[config.mk]
export PLATFORM = sky130hd
export DESIGN_NAME = mips_boot_loader_flat
export DESIGN_NICKNAME = d
export VERILOG_FILES = /design/src/rtl/mips_boot_loader_if.sv /design/src/rtl/mips_boot_loader.sv /design/src/flat_wrapper.sv
export SDC_FILE = /design/constraint.sdc
export NUM_CORES = 1
export LEC_CHECK = 0
export BUFFER_PORTS_ARGS = -buffer_cell sky130_fd_sc_hd__buf_4
export CAP_MARGIN = 20
export CORE_MARGIN = 3
export CORE_UTILIZATION = 30
export CTS_CLUSTER_DIAMETER = 150
export DETAILED_ROUTE_END_ITERATION = 8
export GPL_TIMING_DRIVEN = 0
export PLACE_DENSITY_LB_ADDON = 0.08
export SLEW_MARGIN = 20
export SYNTH_ARGS = -nofsm -noshare
export SYNTH_HDL_FRONTEND = slang
export SYNTH_SLANG_ARGS = --single-unit
export TNS_END_PERCENT = 10
[constraint.sdc]
create_clock -name clk_i -period 3 [get_ports clk_i]
set_input_delay 0.45 -clock clk_i [delete_from_list [all_inputs] [get_ports clk_i]]
set_output_delay 0.45 -clock clk_i [all_outputs]
set_load 0.01 [all_outputs]
[src/rtl/mips_boot_loader_if.sv]
// Loader-side bundle: host stream in, instruction-memory writes and core control out.
// master = host/stream source driving start/len/data; slave = the boot loader.
// Pure wiring; all timing lives in mips_boot_loader.
interface mips_boot_loader_if #(
  parameter int ADDR_W = 6
);
  logic              start_i;
  logic [ADDR_W:0]   len_i;
  logic [31:0]       data_i;
  logic              valid_i;
  logic              ready_o;
  logic              imem_we_o;
  logic [ADDR_W-1:0] imem_addr_o;
  logic [31:0]       imem_wdata_o;
  logic              cpu_rst_o;
  logic              done_o;
  logic              err_o;

  modport master (
    output start_i, len_i, data_i, valid_i,
    input  ready_o, imem_we_o, imem_addr_o, imem_wdata_o, cpu_rst_o, done_o, err_o
  );

  modport slave (
    input  start_i, len_i, data_i, valid_i,
    output ready_o, imem_we_o, imem_addr_o, imem_wdata_o, cpu_rst_o, done_o, err_o
  );
endinterface

[src/rtl/mips_boot_loader.sv]
// Boot loader: streams len words into instruction memory, verifies a 32-bit additive checksum, releases the core.
// Latency: memory write registered one cycle after each accepted word; state outputs decoded from state.
// Backpressure: ready_o high only while loading/checking; valid_i low stalls with no state change.
module mips_boot_loader #(
  parameter int ADDR_W = 6
) (
  input  logic               clk_i,
  input  logic               rst_i,
  mips_boot_loader_if.slave  bus
);

  typedef enum logic [2:0] {
    S_IDLE  = 3'd0,
    S_LOAD  = 3'd1,
    S_CHECK = 3'd2,
    S_RUN   = 3'd3,
    S_ERR   = 3'd4
  } state_t;

  // Largest legal payload: the full memory, 2^ADDR_W words.
  localparam logic [ADDR_W:0] CAP = {1'b1, {ADDR_W{1'b0}}};

  state_t            r_state;
  logic [ADDR_W:0]   r_len;
  logic [ADDR_W:0]   r_cnt;
  logic [31:0]       r_sum;
  logic              r_we;
  logic [ADDR_W-1:0] r_addr;
  logic [31:0]       r_wdata;

  logic              w_len_bad;
  logic [ADDR_W:0]   w_cnt_nxt;

  assign w_len_bad = (bus.len_i == '0) || (bus.len_i > CAP);
  assign w_cnt_nxt = r_cnt + 1'b1;

  // Loader FSM with registered memory-write port, counter and running checksum.
  always_ff @(posedge clk_i or posedge rst_i) begin
    if (rst_i) begin
      r_state <= S_IDLE;
      r_len   <= '0;
      r_cnt   <= '0;
      r_sum   <= '0;
      r_we    <= 1'b0;
      r_addr  <= '0;
      r_wdata <= '0;
    end else begin
      r_we <= 1'b0;
      case (r_state)
        S_IDLE, S_RUN, S_ERR: begin
          if (bus.start_i) begin
            r_len   <= bus.len_i;
            r_cnt   <= '0;
            r_sum   <= '0;
            r_state <= w_len_bad ? S_ERR : S_LOAD;
          end
        end
        S_LOAD: begin
          if (bus.valid_i) begin
            r_we    <= 1'b1;
            r_addr  <= r_cnt[ADDR_W-1:0];
            r_wdata <= bus.data_i;
            r_cnt   <= w_cnt_nxt;
            r_sum   <= r_sum + bus.data_i;
            if (w_cnt_nxt == r_len) begin
              r_state <= S_CHECK;
            end
          end
        end
        S_CHECK: begin
          // The word after the payload is the checksum; it is never written to memory.
          if (bus.valid_i) begin
            r_state <= (bus.data_i == r_sum) ? S_RUN : S_ERR;
          end
        end
        default: r_state <= S_IDLE;
      endcase
    end
  end

  // Handshake and core control are pure state decodes so reset takes effect immediately.
  assign bus.ready_o      = (r_state == S_LOAD) || (r_state == S_CHECK);
  assign bus.cpu_rst_o    = (r_state != S_RUN);
  assign bus.done_o       = (r_state == S_RUN);
  assign bus.err_o        = (r_state == S_ERR);
  assign bus.imem_we_o    = r_we;
  assign bus.imem_addr_o  = r_addr;
  assign bus.imem_wdata_o = r_wdata;

endmodule
[src/flat_wrapper.sv]
// flat-port wrapper written by rule: the top's interface ports become plain ports
module mips_boot_loader_flat 
#(
  parameter int ADDR_W = 6
)
  (clk_i, rst_i, bus_start_i, bus_len_i, bus_data_i, bus_valid_i, bus_ready_o, bus_imem_we_o, bus_imem_addr_o, bus_imem_wdata_o, bus_cpu_rst_o, bus_done_o, bus_err_o);
  mips_boot_loader_if #(.ADDR_W(ADDR_W)) bus_i ();
  input  logic clk_i;
  input  logic rst_i;
  input wire logic [$bits(bus_i.start_i)-1:0] bus_start_i;
  input wire logic [$bits(bus_i.len_i)-1:0] bus_len_i;
  input wire logic [$bits(bus_i.data_i)-1:0] bus_data_i;
  input wire logic [$bits(bus_i.valid_i)-1:0] bus_valid_i;
  output wire logic [$bits(bus_i.ready_o)-1:0] bus_ready_o;
  output wire logic [$bits(bus_i.imem_we_o)-1:0] bus_imem_we_o;
  output wire logic [$bits(bus_i.imem_addr_o)-1:0] bus_imem_addr_o;
  output wire logic [$bits(bus_i.imem_wdata_o)-1:0] bus_imem_wdata_o;
  output wire logic [$bits(bus_i.cpu_rst_o)-1:0] bus_cpu_rst_o;
  output wire logic [$bits(bus_i.done_o)-1:0] bus_done_o;
  output wire logic [$bits(bus_i.err_o)-1:0] bus_err_o;
  assign bus_i.start_i = bus_start_i;
  assign bus_i.len_i = bus_len_i;
  assign bus_i.data_i = bus_data_i;
  assign bus_i.valid_i = bus_valid_i;
  assign bus_ready_o = bus_i.ready_o;
  assign bus_imem_we_o = bus_i.imem_we_o;
  assign bus_imem_addr_o = bus_i.imem_addr_o;
  assign bus_imem_wdata_o = bus_i.imem_wdata_o;
  assign bus_cpu_rst_o = bus_i.cpu_rst_o;
  assign bus_done_o = bus_i.done_o;
  assign bus_err_o = bus_i.err_o;
  mips_boot_loader #(.ADDR_W(ADDR_W)) u_core (.clk_i(clk_i), .rst_i(rst_i), .bus(bus_i));
endmodule
# ---- Yosys cells after proc, flatten, opt, wreduce, memory -nomap -nowiden
# Cells that the tools add are included.
# W data, S select, Z words.
dict set report word_totals {
  regBits 88
  input_bits 43
  wordCells 46
}
dict set report op_classes {
  addsub 2
  magnitude_cmp 1
  n_eq_ne 11
  n_mux 15
  reduce_logical 10
}
# cell n
set op_table {}
lappend op_table {{$mux W32} 2}
lappend op_table {{$pmux W32 S2} 1}
lappend op_table {{$add A32 B32 Y32} 1}
lappend op_table {{$eq A32 B32 Y1} 1}
lappend op_table {{$mux W3} 6}
lappend op_table {{$mux W7} 2}
lappend op_table {{$pmux W7 S2} 1}
lappend op_table {{$pmux W3 S3} 1}
lappend op_table {{$add A7 B1 Y7 const B} 1}
lappend op_table {{$eq A7 B7 Y1} 1}
lappend op_table {{$gt A7 B7 Y1 const B} 1}
lappend op_table {{$logic_not A7 Y1} 1}
lappend op_table {{$eq A3 B2 Y1 const B} 2}
lappend op_table {{$ne A2 B2 Y1 const B} 3}
lappend op_table {{$reduce_and A2 Y1} 2}
lappend op_table {{$reduce_and A4 Y1} 1}
lappend op_table {{$eq A3 B1 Y1 const B} 1}
lappend op_table {{$eq A3 B3 Y1 const B} 1}
lappend op_table {{$logic_not A3 Y1} 1}
lappend op_table {{$ne A3 B2 Y1 const B} 1}
lappend op_table {{$reduce_and A3 Y1} 1}
lappend op_table {{$reduce_or A3 Y1} 1}
lappend op_table {{$logic_or A1 B1 Y1} 2}
lappend op_table {{$mux W1} 2}
lappend op_table {{other kinds (2)} 2}

# ---- Logic depth before layout (Yosys ltp)
# Gate-level depths: netlist of run 1.
dict set report depth {
  depth_word 5
  mapped_depth 11
  mapped_depth_nobuf 11
}

# ---- Worst setup path before layout of run 1
# OpenSTA, ideal clock, no wires.
dict set report synth_timing {
  path_type {input-to-reg}
  start {in bus_data_i[16]}
  end {reg u_core.r_sum[31]}
  arrival_ns 2.259
  required_time_ns 2.874
  path_slack_ns 0.615
  path_stages 10
  n_path_buf 1
  cell_sequence {ha_1 -> buf_4 -> nand4_1 -> and2b_1 -> a221oi_1 -> inv_2 -> a31oi_1 -> o32ai_2 -> mux2i_1 -> a221o_1}
}
dict set report synth_between {
  elab_chain_len 3
}
# item line_no
set synth_rtl {}
lappend synth_rtl {{start, declared} flat_wrapper.sv:12} ;# input wire logic [$bits(bus_i.data_i)-1:0] bus_data_i;
lappend synth_rtl {{$add A32 B32 Y32} mips_boot_loader.sv:64} ;# r_sum <= r_sum + bus.data_i;
lappend synth_rtl {{$mux W32} mips_boot_loader.sv:59} ;# if (bus.valid_i) begin
lappend synth_rtl {{$pmux W32 S2} mips_boot_loader.sv:49} ;# case (r_state)
lappend synth_rtl {{end signal, assigned} mips_boot_loader.sv:64}
lappend synth_rtl {{end, declared} mips_boot_loader.sv:26} ;# logic [31:0] r_sum;
# No other way between the ends. The select of a mux whose other input is x is not followed.
# A chain may end at the register's enable or synchronous reset.

# ---- Worst setup path in the final report of run 1
dict set report layout_timing {
  start {reg u_core.r_sum[3]}
  end {reg u_core.r_state[2]}
}
dict set report layout_between {
  elab_chain_len 4
}
# item line_no
set layout_rtl {}
lappend layout_rtl {{$eq A32 B32 Y1} mips_boot_loader.sv:73} ;# r_state <= (bus.data_i == r_sum) ? S_RUN : S_ERR;
lappend layout_rtl {{$mux W3} mips_boot_loader.sv:73}
lappend layout_rtl {{$mux W3} mips_boot_loader.sv:72} ;# if (bus.valid_i) begin
lappend layout_rtl {{$pmux W3 S3} mips_boot_loader.sv:49}
lappend layout_rtl {{end signal, assigned} mips_boot_loader.sv:55} ;# r_state <= w_len_bad ? S_ERR : S_LOAD;
lappend layout_rtl {{end signal, assigned} mips_boot_loader.sv:73}
lappend layout_rtl {{end, declared} mips_boot_loader.sv:23} ;# state_t r_state;
# No other way between the ends. The select of a mux whose other input is x is not followed.

==> results.toml, run 1 <==
[global_routing]
grt_overflow = 0
antenna_found_initial = 0
grt_pass1_vias = 4792
grtUsageTotal_pct = 15.5
grt_pass1_wl_um = 25200
grt_max_degree = 54

[die]
die_area_um2 = 20300
rows = 49
die_h_um = 142
ios = 86
die_width_um = 142
initial_utilization_pct = 30.8
core_um2 = 18100

[clock_tree]
cts.repair.resized = 0
insertion_delay_ns = 0.35
cts_sinks = 88
numCtsBuffers = 9
clk_pin_slew_ns = 0.07
cts_setup_buffers = 0
cts_root_buf = "clkbuf_16"
cts_tree = "built"
clock_path_buffers = 2
htreeDepth = 3
hold_buffers = 0

[routing]
num_vias = 4803
drtIter0Drc = 282
drc = 0
firstDrtPassIters = 5
wl_per_cell_um = 16.0
drtAntennaViolNets = 0
wl_um = 15500
via_per_inst = 4.96

[setup_path]
cp_common_cell = "nor4_1"
worst-path-max-fanout = 6
worstSetupEndpointType = "register"
crit_chain = "ha_1 > nor4_1 > nand4_1 > nor4_1 > inv_1 > a31oi_1 > o21ai_0"
cp.required_ns = 3.24
cp_num_buf_inv = 1
cp_top_family = "simple AND/OR/NAND/NOR gates"
critical_path_class = "reg -> reg"
slowest_delay_ns = 0.66
arrival_ns = 2.92
cp-start-kind = "register"
reg2reg_slack_ns = 0.31
cpMaxStageDelayCell = "nor4_1"

[finish]
diodes = 0
fillCellCount = 1847
regArea_um2 = 2200
stdcell_count = 969
syn_to_final_growth_pct = 23.5
multi_input_area_um2 = 3080
drive_above_1_share_pct = 21.2
fin_util_pct = 38.1
num-nets-final = 811

[yosys]
synth_commonest_cells = "nand2_1, dfrtp_1, o21ai_0"
synth_ff_type = "dfrtp_1"
syn_inst = 638
yosysMostFrequentCell = "nand2_1"
synth.top_cell.area_share_pct = 39.5
yosysSeqAreaShare_pct = 39.5
synth_warnings = 0
synth_top_area_cell = "dfrtp_1"
synthArstFlopShare_pct = 100
synth-seq-cells = 88
synthesis.area_um2 = 5580
avgSynthCellArea_um2 = 8.74
synthTopCellsByArea = "dfrtp_1, nand2_1, ha_1, o21ai_0, xnor2_1"
synth_nets = 714
synth-edff-count = 0
ys_types = 70

[place]
io_buffers = 85
gp_congestion = 0.867
dp.cells = 953
dp_hpwl_um = 11600

[sta]
fin_skew_ns = 0.00844
setup_viol = 0
hold_viol_final = 0
timing.slew.headroom_pct = 48.4
fin_crit_sh_pct = 89.5
timing.setup.tns_ns = 0
whs_ns = 0.0744
worst-slew-pin-transition_ns = 0.767
fmax_mhz = 372
rsz0062_at_grt = "false"
drv_slew = 0
layout_min_cycle_time_ns = 2.69

[flow_run]
maxCapViolCount = 0

[pwr]
irDropWorstVdd_mv = 0.299
powerDensity_nw_per_um2 = 954
power_leakage_nw = 3.31

[min_path]
min_path_type = "in -> async"

[outcome]
status = "finished clean"
state kept, by name, summed over array words and instances, names as in the netlist:
signal / count
u_core.r_cnt: 7
u_core.bus.imem_addr_o: 6
u_core.bus.imem_we_o: 1
u_core.r_len: 7
u_core.r_state: 3
u_core.r_sum: 32
u_core.bus.imem_wdata_o: 32
through the flow:
step           instance area, um^2  setup WS, ns  total power, mW
5_1_grt                       6890         0.159             7.12
2_1_floorplan                 5580         0.271             4.21
4_1_cts                       6890         0.344             6.65
6_report                      6890         0.314             6.57
3_3_place_gp                  6500         -1.09             5.19
3_5_place_dp                  6540         0.142             5.24
layout by cell type (no fill, tap or decap), drive strengths merged, types with 6 or more instances in the layout:
cell type | synthesis | layout
ha | 32 | 32
xor2 | 17 | 17
inv | 17 | 18
buf | 18 | 104
nor2 | 26 | 26
nand2b | 6 | 6
nor4 | 10 | 10
mux2 | 8 | 8
o31ai | 10 | 10
clkbuf | 18 | 28
a31oi | 6 | 6
nor2b | 6 | 6
and3 | 7 | 7
o21ai | 55 | 55
nand2 | 171 | 171
nand3 | 19 | 19
a21o | 8 | 8
a21oi | 30 | 30
o21bai | 7 | 7
dfrtp | 88 | 88
xnor2 | 18 | 18
routing by layer:
metal / part of all wire, % / track usage, % / vias to the layer above
li1: - / - / 2398
met1: 48 / 21.1 / 2289
met2: 47 / 25.4 / 101
met3: 3.5 / 2.99 / 15
met4: 1.2 / 4.05 / 0
met5: 0 / 0 / -
worst reg2reg max path: cells and delay by family, from the launching register on:
family	cells	cell delay, ns
simple gates	3	1.33
compound gates	2	0.30
buf+inv	1	0.16
flops	1	0.38
fa+ha+maj	1	0.38
logic make-up (layout without fill, tap and decap cells):
group	count (synthesis)	in the layout	synth area share [%]
buffers and inverters	54	156	5.36
XOR/XNOR	35	35	5.49
AO/OA/AOI/OAI	149	149	18.8
adder cells (fa/ha/maj)	33	33	7.54
flip-flops	88	88	39.5
AND/OR/NAND/NOR	268	268	21.2
multiplexers	11	11	2.15
final timing paths:
path,start,endpoint,depth (start not counted)
min,rst_i,u_core.bus.imem_we_o$_DFF_PP0_,2
max in group asynchronous,rst_i,u_core.bus.imem_wdata_o[22]$_DFFE_PP0P_,3
max,u_core.r_sum[3]$_DFFE_PP0P_,u_core.r_state[2]$_DFFE_PP0P_,7
min in group clk_i,bus_data_i[4],u_core.bus.imem_wdata_o[4]$_DFFE_PP0P_,3
max reg2reg,u_core.r_sum[3]$_DFFE_PP0P_,u_core.r_state[2]$_DFFE_PP0P_,7
min reg2reg,u_core.bus.imem_wdata_o[23]$_DFFE_PP0P_,u_core.bus.imem_wdata_o[23]$_DFFE_PP0P_,2
area by class of cell:
cell class | count | area share (%)
multi-input combinational | 496 | 44.7
buffer | 37 | 3.41
clock buffer | 10 | 3.47
inverter | 17 | 0.999
clock inverter | 6 | 1.67
tap | 229 | 4.16
sequential | 88 | 32.0
timing repair buffer | 86 | 9.66
where the power goes:
part           switching, mW  internal, mW  total [mW]
Combinational           1.86          1.43        3.29
Clock                  0.524         0.842        1.37
Sequential             0.273          1.64        1.91
Note: power is estimated with default switching activity, not from simulation.
==> run 2: changes to the inputs <==
--- a/config.mk
+++ b/config.mk
@@ -6,9 +6,9 @@
 export NUM_CORES = 1
 export LEC_CHECK = 0
 export BUFFER_PORTS_ARGS = -buffer_cell sky130_fd_sc_hd__buf_4
-export CAP_MARGIN = 20
 export CORE_MARGIN = 3
 export CORE_UTILIZATION = 30
+export CTS_BUF_LIST = sky130_fd_sc_hd__clkbuf_4
 export CTS_CLUSTER_DIAMETER = 150
 export DETAILED_ROUTE_END_ITERATION = 8
 export GPL_TIMING_DRIVEN = 0
==> constraint.sdc (replaced) <==
create_clock -name clk_i -period 3.4 [get_ports clk_i]
set_input_delay 0.51 -clock clk_i [delete_from_list [all_inputs] [get_ports clk_i]]
set_output_delay 0.51 -clock clk_i [all_outputs]
set_load 0.01 [all_outputs]
==> results.toml, run 2 (synthesis results as in run 1) <==
[outcome]
status = "finished clean"

[setup_path]
reg2reg_slack_ns = 0.71
worst-path-max-fanout = 6
cp-start-kind = "register"
critical_path_class = "reg -> reg"
slowest_delay_ns = 0.64
arrival_ns = 3.06
cp.required_ns = 3.78
cp_common_cell = "nor4_1"
rr_worst_depth = 7
reg2reg_from = "u_core.r_sum[3]$_DFFE_PP0P_"
r2r-end = "u_core.r_state[2]$_DFFE_PP0P_"
crit_chain = "ha_1 > nor4_1 > nand4_1 > nor4_1 > inv_1 > a31oi_1 > o21ai_0"
worstSetupEndpointType = "register"
cpMaxStageDelayCell = "nor4_1"

[sta]
fmax_mhz = 372
worst-slew-pin-transition_ns = 0.733
setup_viol = 0
whs_ns = 0.211
timing.slew.headroom_pct = 50.7
timing.setup.tns_ns = 0
layout_min_cycle_time_ns = 2.69
fin_skew_ns = 0.0195
fin_crit_sh_pct = 79.0
hold_viol_final = 0
drv_slew = 0
rsz0062_at_grt = "false"
layout_setup_ws_ns = 0.714

[global_routing]
grt_overflow = 0
grtUsageTotal_pct = 15.5
antenna_found_initial = 2
grt_max_degree = 54
grt_pass1_wl_um = 25200
grt_pass1_vias = 4791

[routing]
via_per_inst = 4.96
num_vias = 4824
drc = 0
wl_per_cell_um = 15.9
firstDrtPassIters = 5
drtIter0Drc = 304
drtAntennaViolNets = 0
wl_um = 15500

[min_path]
worstHoldStart = "bus_data_i[4]"
hold_end = "u_core.bus.imem_wdata_o[4]$_DFFE_PP0P_"
min_path_type = "in -> reg"
hold_path_depth = 3

[pwr]
powerDensity_nw_per_um2 = 798
power_leakage_nw = 3.24
irDropWorstVdd_mv = 0.239
total_power_mw = 5.38

[die]
core_um2 = 18100
die_h_um = 142
initial_utilization_pct = 30.8
die_width_um = 142
rows = 49
die_area_um2 = 20300
ios = 86

[finish]
layout_commonest_cell = "nand2_1"
stdcell_count = 972
final_cell_mix = "nand2_1, buf_4, dfrtp_1"
syn_to_final_growth_pct = 20.8
fillCellCount = 1864
drive_above_1_share_pct = 21.1
num-nets-final = 812

[place]
io_buffers = 85
post-place-ws_ns = 0.482
dp_hpwl_um = 11600
gp_congestion = 0.867
dp.cells = 953

[clock_tree]
numCtsBuffers = 9
hold_buffers = 1
cts_sinks = 88
clock_path_buffers = 2
cts_root_buf = "clkbuf_4"
htreeDepth = 3
cts_tree = "built"
clk_pin_slew_ns = 0.16
insertion_delay_ns = 0.49
cts.repair.resized = 0
cts_setup_buffers = 0

[flow_run]
maxCapViolCount = 0
run 2: layout make-up:
type,instances,area [um^2],area share (%)
Tap cell,229,287,4.25
Timing Repair Buffer,87,676,10.0
Multi-Input combinational cell,496,3080,45.7
Antenna cell,2,5.00,0.0743
Clock buffer,9,67.6,1.00
Clock inverter,7,119,1.76
Buffer,37,235,3.49
Inverter,17,68.8,1.02
Sequential cell,88,2200,32.7
run 2: worst max-delay path by stage:
| stage | from | to | slack (ns) | depth (start not counted) |
|---|---|---|---|---|
| 3_5_place_dp | bus_data_i[3] | u_core.r_state[2]$_DFFE_PP0P_ | 0.48 | 8 |
| 6_report | u_core.r_sum[3]$_DFFE_PP0P_ | u_core.r_state[2]$_DFFE_PP0P_ | 0.71 | 7 |
| 5_1_grt | u_core.r_sum[27]$_DFFE_PP0P_ | u_core.r_state[2]$_DFFE_PP0P_ | 0.54 | 8 |
| 4_1_cts | u_core.r_sum[27]$_DFFE_PP0P_ | u_core.r_state[2]$_DFFE_PP0P_ | 0.72 | 8 |
| 2_1_floorplan | rst_i | u_core.bus.imem_addr_o[0]$_DFFE_PP0P_ | 0.61 | 1 |
| 3_3_place_gp | rst_i | u_core.bus.imem_wdata_o[22]$_DFFE_PP0P_ | -0.75 | 2 |
run 2: critical path, delay by kind of cell, from the launching register on:
| kind | cells | cell delay, ns |
|---|---|---|
| AO/OA/AOI/OAI | 2 | 0.30 |
| flip-flops | 1 | 0.41 |
| AND/OR/NAND/NOR | 3 | 1.32 |
| adder cells (fa/ha/maj) | 1 | 0.38 |
| buffers and inverters | 1 | 0.16 |
run 2: where the power goes:
group          total, mW  internal (mW)  leakage, nW  switching [mW]
logic               2.90           1.27         2.00            1.64
clock network      0.794          0.373       0.0942           0.420
registers           1.68           1.44         1.15           0.240
total               5.38           3.08         3.24            2.30
run 2: through the flow:
step | util (%) | cell area, um^2
final | 37.3 | 6740
after global routing | 37.3 | 6740
after CTS | 37.2 | 6730
after detailed placement | 36.1 | 6540
after global placement | 36.0 | 6500
after floorplan | - | 5580
run 2: per-layer routing:
| metal | track usage (%) | wire, um | up-vias |
|---|---|---|---|
| li1 | - | - | 2409 |
| met2 | 25.2 | 7330 | 113 |
| met4 | 4.80 | 187 | 0 |
| met3 | 2.89 | 603 | 19 |
| met1 | 21.1 | 7380 | 2283 |
| met5 | 0 | 0 | - |
==> run 3: changes to the inputs <==
==> constraint.sdc (replaced) <==
create_clock -name clk_i -period 2.25 [get_ports clk_i]
set_input_delay 0.3375 -clock clk_i [delete_from_list [all_inputs] [get_ports clk_i]]
set_output_delay 0.3375 -clock clk_i [all_outputs]
set_load 0.01 [all_outputs]
==> results.toml, run 3 (synthesis results as in run 1) <==
[sta]
layout_setup_ws_ns = -0.144
rsz0062_at_grt = "true"
setup_viol = 15
whs_ns = 0.0610
fin_crit_sh_pct = 106
timing.slew.headroom_pct = 54.9
hold_viol_final = 0
fin_skew_ns = 0.0148
drv_slew = 0
layout_min_cycle_time_ns = 2.39
worst-slew-pin-transition_ns = 0.676
fmax_mhz = 418
timing.setup.tns_ns = -1.34

[routing]
via_per_inst = 5.04
num_vias = 4963
firstDrtPassIters = 5
wl_um = 16000
drc = 0
wl_per_cell_um = 16.2
drtAntennaViolNets = 0
drtIter0Drc = 232

[clock_tree]
insertion_delay_ns = 0.47
clock_path_buffers = 2
numCtsBuffers = 9
clk_pin_slew_ns = 0.16
cts_root_buf = "clkbuf_4"
cts_sinks = 88
cts_tree = "built"
htreeDepth = 3

[global_routing]
grt_pass1_wl_um = 25300
antenna_found_initial = 0
use_met1_pct = 21.8
grt_max_degree = 29
grt_pass1_vias = 4730
grt_overflow = 0
grtUsageMet2_pct = 25.4
grtUsageTotal_pct = 15.7
grt_use_met3_pct = 2.15
busiest_layer = "met2"

[pwr]
powerDensity_nw_per_um2 = 1220
combPwrFrac_pct = 57.0
irDropWorstVdd_mv = 0.405
switching_share_pct = 42.9
power_leakage_nw = 3.37
power.internal_mw = 4.98
p_clk_share_pct = 13.8
power_switching_mw = 3.74
power_frac_seq_pct = 29.2

[setup_path]
reg2reg_from = "u_core.r_sum[4]$_DFFE_PP0P_"
reg2reg_slack_ns = -0.14
cp-endpoint = "u_core.r_sum[17]$_DFFE_PP0P_"
cp-start-kind = "register"
worst-path-max-fanout = 8
crit_start = "u_core.r_sum[4]$_DFFE_PP0P_"
cp.required_ns = 2.64
critical_path_class = "reg -> reg"
arrival_ns = 2.79
rr_worst_depth = 9
worstSetupEndpointType = "register"
r2r-end = "u_core.r_sum[17]$_DFFE_PP0P_"

[die]
die_width_um = 142
core_um2 = 18100
die_h_um = 142
rows = 49
initial_utilization_pct = 30.8
die_area_um2 = 20300
ios = 86

[place]
io_buffers = 85
dp_hpwl_um = 11700
gp_congestion = 0.848
dp.cells = 955

[finish]
final_cell_mix = "nand2_1, buf_4, dfrtp_1"
stdcell_count = 984
multi_input_area_um2 = 3340
drive_above_1_share_pct = 28.3
fillCellCount = 1817
regArea_um2 = 2200
layout_commonest_cell = "nand2_1"
diodes = 0
num-nets-final = 826
syn_to_final_growth_pct = 28.1

[min_path]
min_path_type = "in -> reg"
hold_path_depth = 3

[outcome]
status = "finished with violations"
failed_checks = "negative setup slack"

[flow_run]
maxCapViolCount = 0
==> run 3: power groups by stage <==
stage,logic (mW),registers (mW),clock network (mW)
after floorplan,2.97,2.64,0
after global placement,4.36,2.56,0
after detailed placement,4.41,2.59,0
after CTS,4.76,2.54,1.26
after global routing,5.49,2.63,1.32
final,4.97,2.55,1.20
==> run 3: metrics by stage <==
step | utilization (%) | total power, mW | setup slack (ns) | area, um^2
after floorplan | - | 5.61 | -0.0360 | 5580
after global routing | 39.5 | 9.43 | -0.293 | 7150
after detailed placement | 36.3 | 7.00 | -0.461 | 6570
after global placement | 36.0 | 6.92 | -0.461 | 6510
final | 39.5 | 8.72 | -0.144 | 7150
after CTS | 38.7 | 8.56 | -0.139 | 7000
==> run 3: layout make-up <==
class                   count  share of cell area [%]
multi-input cells         496                    46.7
inverters                  17                   0.945
well taps                 229                    4.01
repair buffers            102                    11.3
clock inverters             6                    1.61
clock buffers              10                    1.05
plain buffers              36                    3.55
flip-flops and latches     88                    30.8
==> run 3: critical path, cell delays in order (launching register included) <==
cell,delay (ns)
dfrtp_1,0.44
ha_4,0.27
buf_6,0.12
nand3_1,0.09
nor2_2,0.14
o211ai_2,0.15
o31ai_1,0.62
a221oi_2,0.16
xor2_1,0.17
o21ai_0,0.15
==> run 3: metal layers <==
| metal | vias to the layer above | wire [um] | part of all wire [%] |
|---|---|---|---|
| met1 | 2404 | 7670 | 48 |
| li1 | 2438 | - | - |
| met2 | 99 | 7440 | 47 |
| met4 | 0 | 302 | 1.9 |
| met5 | - | 0 | 0 |
| met3 | 22 | 543 | 3.4 |
==> run 3: worst min path at each step <==
stage | startpoint | end
floorplan | bus_data_i[0] | u_core.bus.imem_wdata_o[0]$_DFFE_PP0P_
global placement | u_core.bus.imem_wdata_o[24]$_DFFE_PP0P_ | u_core.bus.imem_wdata_o[24]$_DFFE_PP0P_
detailed placement | rst_i | u_core.bus.imem_wdata_o[21]$_DFFE_PP0P_
CTS | bus_data_i[4] | u_core.bus.imem_wdata_o[4]$_DFFE_PP0P_
global route | bus_data_i[21] | u_core.bus.imem_wdata_o[21]$_DFFE_PP0P_
finish | bus_data_i[2] | u_core.bus.imem_wdata_o[2]$_DFFE_PP0P_
==> run 3: timing repair <==
| item | in CTS | in global routing |
|---|---|---|
| hold endpoints to repair | 11 | 0 |
| hold buffers | 1 | 0 |
| pin swaps | 18 | 9 |
| buffers inserted | 8 | 5 |
| resized for setup | 39 | 27 |
| setup endpoints to repair | 57 | 52 |
